$ cat src/rtl/wb_fabric_decoder.sv
// Wishbone client aperture decoder with registered read mux and timeout termination.
// Optional WB_DEC_ERR_EN: timeouts end with WBs_ERR_o and capture the address in Err_Adr_o.
module wb_fabric_decoder #(
   parameter int NUM_CLIENTS = 4,
   parameter int APERWIDTH = 17,
   parameter int APERSIZE = 9,
   parameter logic [NUM_CLIENTS*(APERWIDTH-APERSIZE-2)-1:0] BASE_ADDRS = {6'd3, 6'd2, 6'd1, 6'd0},
   parameter logic [31:0] DEFAULT_READ_VALUE = 32'hBAD_FAB_AC,
   parameter int TIMEOUT_CNTR_WIDTH = 4,
   parameter int TIMEOUT = 15
) (
   input  logic                      WBs_CLK_i,
   input  logic                      WBs_RST_n_i,
   input  logic [APERWIDTH-1:0]      WBs_ADR_i,
   input  logic                      WBs_CYC_i,
   input  logic                      WBs_STB_i,
   output logic [31:0]               WBs_RD_DAT_o,
   output logic                      WBs_ACK_o,
   output logic                      WBs_ERR_o,
   output logic [APERWIDTH-1:0]      Err_Adr_o,
   output logic [NUM_CLIENTS-1:0]    Client_CYC_o,
   input  logic [NUM_CLIENTS-1:0]    Client_ACK_i,
   input  logic [NUM_CLIENTS*32-1:0] Client_DAT_i
);
   localparam int DW = APERWIDTH - APERSIZE - 2;
   localparam int SW = (NUM_CLIENTS > 1) ? $clog2(NUM_CLIENTS) : 1;

   typedef enum logic [1:0] {IDLE, WAIT, DONE} state_t;

   state_t                        state, state_nxt;
   logic                          hit_q, hit_d;
   logic [SW-1:0]                 sel_q, sel_d;
   logic [TIMEOUT_CNTR_WIDTH-1:0] cnt;
   logic                          start, inc, done_ok, done_to, client_ack;
   logic [DW-1:0]                 field;

   assign field      = WBs_ADR_i[APERWIDTH-1:APERSIZE+2];
   assign client_ack = hit_q & Client_ACK_i[sel_q];

   // Scan from the top so the lowest matching index is the one left standing.
   always_comb begin
      hit_d = 1'b0;
      sel_d = '0;
      for (int i = NUM_CLIENTS-1; i >= 0; i--) begin
         if (field == BASE_ADDRS[i*DW +: DW]) begin
            hit_d = 1'b1;
            sel_d = SW'(i);
         end
      end
   end

   always_ff @(posedge WBs_CLK_i or negedge WBs_RST_n_i) begin
      if (!WBs_RST_n_i) state <= IDLE;
      else              state <= state_nxt;
   end

   always_comb begin
      state_nxt    = state;
      start        = 1'b0;
      inc          = 1'b0;
      done_ok      = 1'b0;
      done_to      = 1'b0;
      Client_CYC_o = '0;
      case (state)
         IDLE: begin
            if (WBs_CYC_i & WBs_STB_i) begin
               start     = 1'b1;
               state_nxt = WAIT;
            end
         end
         WAIT: begin
            Client_CYC_o[sel_q] = hit_q & WBs_CYC_i;
            if (!WBs_CYC_i) begin
               state_nxt = IDLE;
            end else if (client_ack) begin
               done_ok   = 1'b1;
               state_nxt = DONE;
            end else if (cnt == TIMEOUT_CNTR_WIDTH'(TIMEOUT)) begin
               done_to   = 1'b1;
               state_nxt = DONE;
            end else begin
               inc = 1'b1;
            end
         end
         DONE:    state_nxt = IDLE;
         default: state_nxt = IDLE;
      endcase
   end

   always_ff @(posedge WBs_CLK_i or negedge WBs_RST_n_i) begin
      if (!WBs_RST_n_i) begin
         hit_q        <= 1'b0;
         sel_q        <= '0;
         cnt          <= '0;
         WBs_RD_DAT_o <= '0;
         WBs_ACK_o    <= 1'b0;
      end else begin
         if (start) begin
            hit_q <= hit_d;
            sel_q <= sel_d;
            cnt   <= '0;
         end else if (inc) begin
            cnt <= cnt + 1'b1;
         end
`ifdef WB_DEC_ERR_EN
         WBs_ACK_o <= done_ok;
         if (done_ok) WBs_RD_DAT_o <= Client_DAT_i[sel_q*32 +: 32];
`else
         WBs_ACK_o <= done_ok | done_to;
         if (done_ok)      WBs_RD_DAT_o <= Client_DAT_i[sel_q*32 +: 32];
         else if (done_to) WBs_RD_DAT_o <= DEFAULT_READ_VALUE;
`endif
      end
   end

`ifdef WB_DEC_ERR_EN
   logic [APERWIDTH-1:0] adr_q;

   always_ff @(posedge WBs_CLK_i or negedge WBs_RST_n_i) begin
      if (!WBs_RST_n_i) begin
         adr_q     <= '0;
         Err_Adr_o <= '0;
         WBs_ERR_o <= 1'b0;
      end else begin
         if (start)   adr_q     <= WBs_ADR_i;
         if (done_to) Err_Adr_o <= adr_q;
         WBs_ERR_o <= done_to;
      end
   end
`else
   logic unused_adr;

   assign unused_adr = ^WBs_ADR_i[APERSIZE+1:0];
   assign WBs_ERR_o  = 1'b0;
   assign Err_Adr_o  = '0;
`endif

endmodule

$ cat config.mk
export PLATFORM = sky130hd
export DESIGN_NAME = wb_fabric_decoder
export DESIGN_NICKNAME = d
export VERILOG_FILES = /design/src/rtl/wb_fabric_decoder.sv
export SDC_FILE = /design/constraint.sdc
export NUM_CORES = 1
export LEC_CHECK = 0
export ABC_CLOCK_PERIOD_IN_PS = 3400
export BUFFER_PORTS_ARGS = -buffer_cell sky130_fd_sc_hd__buf_2
export CELL_PAD_IN_SITES_DETAIL_PLACEMENT = 1
export CELL_PAD_IN_SITES_GLOBAL_PLACEMENT = 2
export CORE_MARGIN = 4
export CORE_UTILIZATION = 24
export DETAILED_ROUTE_END_ITERATION = 6
export HOLD_SLACK_MARGIN = 0.15
export PLACE_DENSITY = 0.93
export SKIP_LAST_GASP = 1
export SLEW_MARGIN = 0
export SYNTH_ARGS = -nofsm -noshare
export SYNTH_HDL_FRONTEND = slang
export SYNTH_SLANG_ARGS = --single-unit
export TNS_END_PERCENT = 10
$ cat constraint.sdc
create_clock -name WBs_CLK_i -period 3.4 [get_ports WBs_CLK_i]
set_input_delay 0.34 -clock WBs_CLK_i [delete_from_list [all_inputs] [get_ports WBs_CLK_i]]
set_output_delay 0.34 -clock WBs_CLK_i [all_outputs]
set_load 0.01 [all_outputs]
==> run_results.csv <==
group,metric,value,unit
yosys,synth_area,0.00260,mm²
pwr,p_leak,1.79,nW
final_layout,final_cell_mix,"178 x buf_2, 40 x dfrtp_1, 32 x mux4_2, 22 x o22a_1, 18 x conb_1",
pwr,p_per_area,398,mW/mm²
yosys,ys_seq_elements,42,
detailed_routing,num_vias,2320,
sta,finalCritPeriodShare,68.2,%
pwr,seq_power_share,47.0,%
die,coreArea,0.0105,mm²
die,rows,37,
pwr,internal_power,0.995,mW
sta,maxSlewViolCount,0,
pwr,pwr-share-comb,31.5,%
pwr,swShare,30.2,%
critical_path,crit_path_max_incr_delay,0.71,ns
die,start_util,24.9,%
cts,ctsRootBufferMaster,"clkbuf_8",
sta,tns,0,ns
sta,setup_viol,0,
cts,clk_path_buf_depth,2,
critical_path,cp.arrival,2.49,ns
cts,clkTransAtPathRegs,0.08,ns
critical_path,crit_path_end_kind,"register",
critical_path,path_cells,"mux2i_1 -> o22ai_4 -> o21ai_4 -> inv_2 -> o22a_1",
pwr,pwr-share-clk,21.5,%
detailed_routing,ant_nets,0,
cts,cts_num_sinks,42,
cts,post-cts-setup-buffers,0,
detailed_routing,wl_per_cell,17.5,µm
sta,rsz0062_at_grt,"no",
final_layout,nNetsFinal,511,
final_layout,final_area,0.00359,mm²
placement,place.gp.congestion,0.865,
yosys,synthCells,186,
grt,antenna_found_initial,0,
critical_path,cp_top_family,"compound AO/OA/AOI/OAI gates",
placement,place_ws,1.02,ns
detailed_routing,vias_per_cell,4.71,
critical_path,critical_path_class,"reg -> reg",
cts,post_cts_resize_count,0,
grt,grt_pass1_wl,13.5,mm
die,die_area,0.0126,mm²
sta,finalHoldViolations,0,
critical_path,start_kind,"register",
sta,finalClockSkew,0.00359,ns
placement,place_hpwl,7.02,mm
final_layout,antenna_cells,0,
yosys,ys_types,29,
sta,worst_pin_slew,0.985,ns
sta,slew_headroom,34.3,%
pwr,p_sw,0.432,mW
sta,setup_ws,1.08,ns
placement,port_buffers,178,
pwr,ir_drop,0.000139,V
sta,fmax,431,MHz
final_layout,fin_util,34.3,%
sta,min_period,2.32,ns
detailed_routing,routed_wirelength,8.65,mm
yosys,ys.warnings.count,0,
cts,cts_made_buffers,5,
detailed_routing,drc,0,
die,die_w,112,µm
final_layout,layout-drive-gt1-share,63.0,%
die,die_h,112,µm
critical_path,path_max_fanout,22,
grt,grt_pass1_vias,2572,
placement,dpl_cell_area,0.00351,mm²
critical_path,path_buf_inv,1,
final_layout,area_delta_synth_final,37.9,%
grt,grt_max_degree,43,
detailed_routing,drtPass1Iterations,4,
flow_run,drv_cap,0,
status,status,"completed",
pwr,power,1.43,mW
cts,cts_hold_buf,0,
yosys,synth-seq-area-share,40.4,%
grt,grt.total_usage,13.4,%
yosys,syn_area_per_cell,14.0,µm²
final_layout,final_common_cell,"buf_2",
cts,clk_latency,0.29,ns
hold_path,hp-class,"in -> async",
detailed_routing,drtIter0Drc,56,
die,pin_count,208,
cts,htree_levels,2,
critical_path,critPathRequiredTime,3.57,ns
grt,grt_overflow,0,
cts,cts_tree,"built",
critical_path,critPathSlowestCell,"dfrtp_2",
sequential cells by signal, indices dropped and copies added (netlist names):
signal	flops
sel_q	2
cnt	4
WBs_RD_DAT_o	32
hit_q	1
state	2
WBs_ACK_o	1
worst register-to-register path: cells and delay by family (launching register included):
family                 cells  cell delay (ns)
AOI/OAI and AO/OA          3             0.78
muxes                      1             0.45
DFF                        1             0.71
buffers and inverters      1             0.27
kinds of logic after synthesis:
logic type               share of synthesized area [%]
buffers and inverters                             9.47
AND/OR/NAND/NOR                                   5.48
flip-flops                                        40.4
other                                            0.144
adder cells (fa/ha/maj)                          0.481
AO/OA/AOI/OAI                                     13.9
multiplexers                                      30.1
power groups by stage:
| stage | clock network [mW] | logic [mW] | registers (mW) |
|---|---|---|---|
| floorplan | 0 | 0.211 | 0.714 |
| global placement | 0 | 0.439 | 0.676 |
| detailed placement | 0 | 0.457 | 0.684 |
| CTS | 0.326 | 0.459 | 0.674 |
| global route | 0.345 | 0.489 | 0.687 |
| finish | 0.306 | 0.449 | 0.671 |
stage by stage:
step                      cells  hold slack (ns)
after CTS                   493            0.241
after floorplan             203           0.0444
after detailed placement    486            0.490
final                       493            0.211
after global placement      486            0.485
after global routing        493            0.274
synthesized netlist by cell type:
master / count / area share [%]
or4_1: 1 / 0.29
inv_1: 2 / 0.29
a22o_1: 13 / 4.4
nand2_1: 7 / 1.0
nand2b_1: 1 / 0.24
buf_6: 4 / 1.7
o22a_1: 22 / 7.4
ha_1: 1 / 0.48
inv_2: 1 / 0.14
o21ai_4: 1 / 0.63
nand4_1: 3 / 0.72
conb_1: 1 / 0.14
mux2i_4: 1 / 0.87
buf_2: 5 / 0.96
nor3_1: 2 / 0.38
o22ai_4: 1 / 0.77
and3_1: 1 / 0.24
o31ai_1: 1 / 0.29
nand3b_1: 1 / 0.29
buf_4: 20 / 5.8
and3b_1: 1 / 0.34
o21ai_0: 1 / 0.19
clkbuf_1: 4 / 0.58
mux4_2: 32 / 28
nor2_1: 7 / 1.0
mux2i_1: 4 / 1.5
nand3_1: 5 / 0.96
dfrtp_1: 42 / 40
a21o_1: 1 / 0.29
metal layers:
metal	share of wire [%]	GRT usage, %	vias up
met5	0	0	-
met4	0.58	3.04	0
met3	7.4	2.96	2
met2	55	26.5	107
met1	37	14.4	1166
li1	-	-	1045
area by class of cell:
cell class / instances / area, µm²
clock buffer: 5 / 68.8
clock inverter: 2 / 10.0
tap: 136 / 170
sequential: 42 / 1050
multi-input combinational: 125 / 1370
timing repair buffer: 180 / 906
fill: 1227 / 6870
inverter: 3 / 11.3
worst paths after layout:
path	cells past startpoint	from	slack, ns	end
worst max-delay path	5	sel_q[1]	1.08	WBs_RD_DAT_o[28]
worst min-delay path	1	WBs_RST_n_i	0.21	WBs_RD_DAT_o[10]
worst min register to register	1	WBs_RD_DAT_o[30]	0.50	WBs_RD_DAT_o[30]
min in group WBs_CLK_i	2	WBs_ADR_i[12]	0.28	sel_q[1]
worst max register to register	5	sel_q[1]	1.08	WBs_RD_DAT_o[28]
max in group asynchronous	1	WBs_RST_n_i	2.51	sel_q[0]
(Power assumes the default switching activity.)
